**src/rtl/mul_issue_ctrl.sv**
```systemverilog
// Issue sequencer for the shared multi-cycle multiplier: latch, start pulse, wait with timeout, writeback.
// Optional MUL_ISSUE_CTRL_STATS_EN adds completed-writeback and busy-cycle counters.
module mul_issue_ctrl #(
  parameter int DATA_W  = 32,
  parameter int REG_W   = 5,
  parameter int TIMEOUT = 64
) (
  input  logic              clk,
  input  logic              rst_n,
  input  logic              dec_mul_start,
  input  logic [REG_W-1:0]  dec_rd,
  input  logic [DATA_W-1:0] op_a,
  input  logic [DATA_W-1:0] op_b,
  input  logic              flush,
  output logic              mul_go,
  output logic [DATA_W-1:0] mul_a,
  output logic [DATA_W-1:0] mul_b,
  input  logic              mul_done,
  input  logic [DATA_W-1:0] mul_result,
  output logic              stall,
  output logic              wb_valid,
  output logic [REG_W-1:0]  wb_rd,
  output logic [DATA_W-1:0] wb_data,
`ifdef MUL_ISSUE_CTRL_STATS_EN
  output logic [31:0]       stat_mul_done,
  output logic [31:0]       stat_busy_cyc,
`endif
  output logic              err_timeout
);

  localparam int CW = $clog2(TIMEOUT + 1);

  typedef enum logic [1:0] {IDLE, ISSUE, WAIT, WB} state_t;

  state_t             state;
  logic [CW-1:0]      cnt;
  logic [REG_W-1:0]   rd_q;
  logic               wb_pend;

  always_ff @(posedge clk) begin
    if (!rst_n) begin
      state       <= IDLE;
      cnt         <= '0;
      rd_q        <= '0;
      mul_go      <= 1'b0;
      mul_a       <= '0;
      mul_b       <= '0;
      wb_pend     <= 1'b0;
      wb_rd       <= '0;
      wb_data     <= '0;
      err_timeout <= 1'b0;
    end else begin
      mul_go  <= 1'b0;
      wb_pend <= 1'b0;
      case (state)
        IDLE: if (dec_mul_start && !flush) begin
          mul_a  <= op_a;
          mul_b  <= op_b;
          rd_q   <= dec_rd;
          mul_go <= 1'b1;
          state  <= ISSUE;
        end
        ISSUE: begin
          cnt   <= '0;
          state <= flush ? IDLE : WAIT;
        end
        WAIT: begin
          if (flush) begin
            state <= IDLE;
          end else if (mul_done) begin
            wb_data <= mul_result;
            wb_rd   <= rd_q;
            wb_pend <= (rd_q != '0);  // r0 is hardwired, never written
            state   <= WB;
          end else if (cnt == CW'(TIMEOUT - 1)) begin
            err_timeout <= 1'b1;
            state       <= IDLE;
          end else begin
            cnt <= cnt + 1'b1;
          end
        end
        WB:      state <= IDLE;
        default: state <= IDLE;
      endcase
    end
  end

  // A flush arriving during the writeback cycle must still kill the write.
  assign wb_valid = wb_pend & ~flush;
  assign stall    = rst_n & ((state != IDLE) | dec_mul_start);

`ifdef MUL_ISSUE_CTRL_STATS_EN
  always_ff @(posedge clk) begin
    if (!rst_n) begin
      stat_mul_done <= '0;
      stat_busy_cyc <= '0;
    end else begin
      if (wb_valid)      stat_mul_done <= stat_mul_done + 32'd1;
      if (state != IDLE) stat_busy_cyc <= stat_busy_cyc + 32'd1;
    end
  end
`endif

endmodule

```
**config.mk**
```make
export PLATFORM = sky130hd
export DESIGN_NAME = mul_issue_ctrl
export DESIGN_NICKNAME = d
export VERILOG_FILES = /design/src/rtl/mul_issue_ctrl.sv
export SDC_FILE = /design/constraint.sdc
export NUM_CORES = 1
export LEC_CHECK = 0
export CAP_MARGIN = 0
export CORE_MARGIN = 2
export CORE_UTILIZATION = 36
export CTS_CLUSTER_SIZE = 28
export DETAILED_ROUTE_END_ITERATION = 8
export GPL_ROUTABILITY_DRIVEN = 0
export PLACE_DENSITY = 0.69
export SLEW_MARGIN = 15
export SYNTH_ARGS = -nofsm -noshare
export SYNTH_HDL_FRONTEND = slang
export SYNTH_SLANG_ARGS = --single-unit
```
**constraint.sdc**
```tcl
create_clock -name clk -period 3.7 [get_ports clk]
set_input_delay 0.925 -clock clk [delete_from_list [all_inputs] [get_ports clk]]
set_output_delay 0.925 -clock clk [all_outputs]
set_load 0.005 [all_outputs]
```
Yosys cells after proc, flatten, opt, wreduce, memory -nomap -nowiden --
Cells that the tools add are included.
Cells by class: add/subtract/negate cells 1, equality and inequality tests 9, mux-type cells 11, bitwise gates (word level) 7, reduce and logical (&&, ||, !) cells 13
Operators by type and width (count):
- two-way mux 7 bit | 3
- one-hot mux 7 bit (2 select lines) | 1
- two-way mux 2 bit | 5
- != test 2 bit (second input constant) | 4
- one-hot mux 2 bit (4 select lines) | 1
- AND reduction 4 bit | 2
- adder 7 x 1 -> 7 bit (second input constant) | 1
- equality test 7 x 6 -> 1 bit (second input constant) | 1
- AND reduction 2 bit | 3
- nonzero test 5 bit | 1
- equality test 2 bit (second input constant) | 2
- != test 4 bit (second input constant) | 1
- NOT 1 bit | 4
- nonzero test 2 bit | 2
- OR reduction 4 bit | 1
- AND reduction 3 bit | 1
- bitwise AND 1 bit | 2
- equality test 2 x 1 -> 1 bit (second input constant) | 1
- zero test 2 bit | 1
- logical AND 1 bit | 1
- zero test 1 bit | 1
- two-way mux 1 bit | 1
- OR 1 bit | 1
Storage, ports and cells: bits in registers 118, output and inout port bits 105

Longest topological paths before layout --
word-level depth 5, depth in mapped cells 7

Least setup slack after synthesis --
OpenSTA, ideal clock, no wires.
kind input to output, start input port rst_n, end output port stall, arrival time 1364 ps, required time 2775 ps, path slack 1411 ps, stages 3, buffers on the path 1, cell sequence clkinv_1 -> clkbuf_1 -> nor2_1
Between the ends: word-level cells in the longest chain between the ends 1
RTL lines:
- from (decl) | line 9 | input logic rst_n,
- bitwise AND 1 bit | line 90 | assign stall = rst_n & ((state != IDLE) | dec_mul_start);
- to (decl) | line 20 | output logic stall,
Every way passes these cells.

Worst setup path in the final report --
Same ends and word-level chain as after synthesis.

==> metrics.txt <==
skew final=0.00683 ns; crit path DAT=2.31 ns; Fmax achieved=0.309 GHz; Row Count=39; ys flop type=dfxtp_1; GRT Residual Overflow=0; number of diodes=0; Pre-antenna DRT Iters=4; VDD IR-drop max=269 uV; share of layout cells above drive strength 1=0.0526; Hold Crit Class=reg -> reg; first-pass GRT wire length=21000 um; worst slew pin tran=0.880 ns; CP Class=in -> out; final HPWL from detailed placement=8600 um; clk sinks=118; sequential power share=0.401; vias in the first global route=4286; layer with the highest usage=met2; status=complete, no violations; post-synthesis adder-cell area fraction=0.00296; main combinational cell family by area after synthesis=simple AND/OR/NAND/NOR gates; Ys Warns=0; pin count of the biggest net entering global routing=114; Final Max Tran Viols=0; Mean Syn Cell Area=7.97 um^2; Clk network pwr share=0.508; Psw=689 uW; H-tree level count=4; DRT iter0 DRCs=195; CTS buffer count=17; Leak=0.00246 uW; Starting Density=0.370; core area=0.0114 mm^2; CP required=2.77 ns; Seq/Total Area, Yosys=0.559; Final Hold Viols=0; commonest non-fill, non-tap cell in the layout=nand2_1; drc violations=0; Post-DRT Antenna Nets=0; GRT Total Usage=0.206; Period minus WS final=3.24 ns; TNS Setup=0 ns; Max-cap violations=0; Post-Synthesis Net Count=637; CP Launch Type=input port; Sw Share=0.207; IO Port Bufs=210; Die Span Y=112 um; most frequent cells in the layout=nand2_1, clkdlybuf4s50_1, dfxtp_1, a21oi_1, clkbuf_16; final setup vio count=0; Post-Synth XOR/XNOR Area=0; Fillers=1026; met1 usage=0.233; cell area after synthesis=0.00423 mm^2; Synth Area in Compound Gates=0.164; number of synthesized flops with an enable pin=0; register bit total from synthesis=118; met2 Usage GRT=0.344; TritonCTS clock tree=yes; Die ar.=0.0126 mm^2; clk slew on worst S/H paths=0.05 ns; Synth cell types=34; worst-skew pair later-pin latency=0.40 ns; initial antenna violation count=0; Internal=2640 uW; ys async rst share=0; # IOs=211; Power Density=474 mW/mm^2; combinational share of power=0.091; Die Span X=112 um; RSZ-0062 raised after global routing=false; routed len/inst=14.4 um; Slew HR=0.414; Routed WL=12700 um; Clock Path Buffers=2; Post-Synthesis Cells=530; Crit. End Element=output port; post-synthesis mux area share=0; CTS Hold Buffers Added=0; share of the synthesized area in the top cell type=0.559; area grow syn2layout=66.1%; met3 Resource Use GR=0.0994; post-CTS sizing=0; part of the cycle the worst path needs=0.874; Yosys top cell by area=dfxtp_1; clock root buffer=clkbuf_16; Overall Power=3330 uW; Vias=4237; simple-gate area share of the yosys netlist=0.235; Setup Buffers After CTS=0; final net count=835; Vias per Instance=4.79; Crit Path Max Fanout=6; largest cells by area after synthesis=dfxtp_1, nand2_1, a21oi_1
-- power groups by stage --
stage                     registers (uW)  clock network [uW]  logic, uW
after floorplan                     1360                   0       91.9
after global placement              1360                   0        301
after detailed placement            1360                   0        304
after CTS                           1330                1730        306
after global routing                1340                1790        331
final                               1330                1690        302
-- flip-flops by register name, summed over array words and instances, names as in the netlist --
register and count:
cnt 7, err_timeout 1, mul_a 32, mul_b 32, mul_go 1, rd_q 5
state 2, wb_data 32, wb_pend 1, wb_rd 5
-- critical path, stage by stage --
cell and delay [ns]:
clkdlybuf4s50_1 0.64, clkinv_2 0.11, nor2_1 0.13, clkdlybuf4s50_1 0.51
-- cell usage after synthesis (2+ instances only) --
library cell / n
nand2b_1: 2
buf_1: 4
o21ai_0: 3
buf_6: 2
a31oi_1: 2
dfxtp_1: 118
nand2_1: 216
a21oi_1: 111
or4_1: 2
nor3_1: 2
o21a_1: 2
nor2b_1: 2
nor2_1: 7
nand3_1: 8
clkbuf_1: 30
-- cells by family (layout without fill, tap and decap cells) --
family | after synthesis | after routing
AOI/OAI and AO/OA | 126 | 126
adders and majority gates | 1 | 1
buffers and inverters | 39 | 250
DFF | 118 | 118
and+or+nand+nor | 246 | 246
-- stage by stage --
stage	hold slack (ns)	std cells	instance area [um^2]	setup WS (ns)	utilization
6_report	0.452	884	7020	0.465	0.615
2_1_floorplan	0.420	530	4230	1.41	-
3_3_place_gp	0.441	852	6410	0.539	0.561
5_1_grt	0.463	884	7020	0.357	0.615
3_5_place_dp	0.446	852	6410	0.465	0.561
4_1_cts	0.452	884	7010	0.461	0.614
-- final cells by class --
cell class,count,area (um^2),area share
sequential,118,2360,0.337
timing repair buffer,216,2150,0.306
multi-input combinational,373,1710,0.244
clock buffer,23,458,0.0653
tap,143,179,0.0255
clock inverter,9,150,0.0214
inverter,2,8.76,0.00125
-- path summary, 6_finish.rpt --
path	startpoint	end	slack, ns	depth (start not counted)
worst max-delay path	rst_n	stall	0.46	4
worst min register to register	wb_rd[1]	wb_rd[1]	0.45	2
worst max register to register	state[1]	cnt[3]	1.78	4
worst min-delay path	wb_rd[1]	wb_rd[1]	0.45	2
-- metal layers --
metal,wire length (um),up-vias
met4,191,0
met5,0,-
met2,6220,138
li1,-,2132
met1,5190,1953
met3,1130,14
No activity file was read; power rests on OpenSTA's default activity.
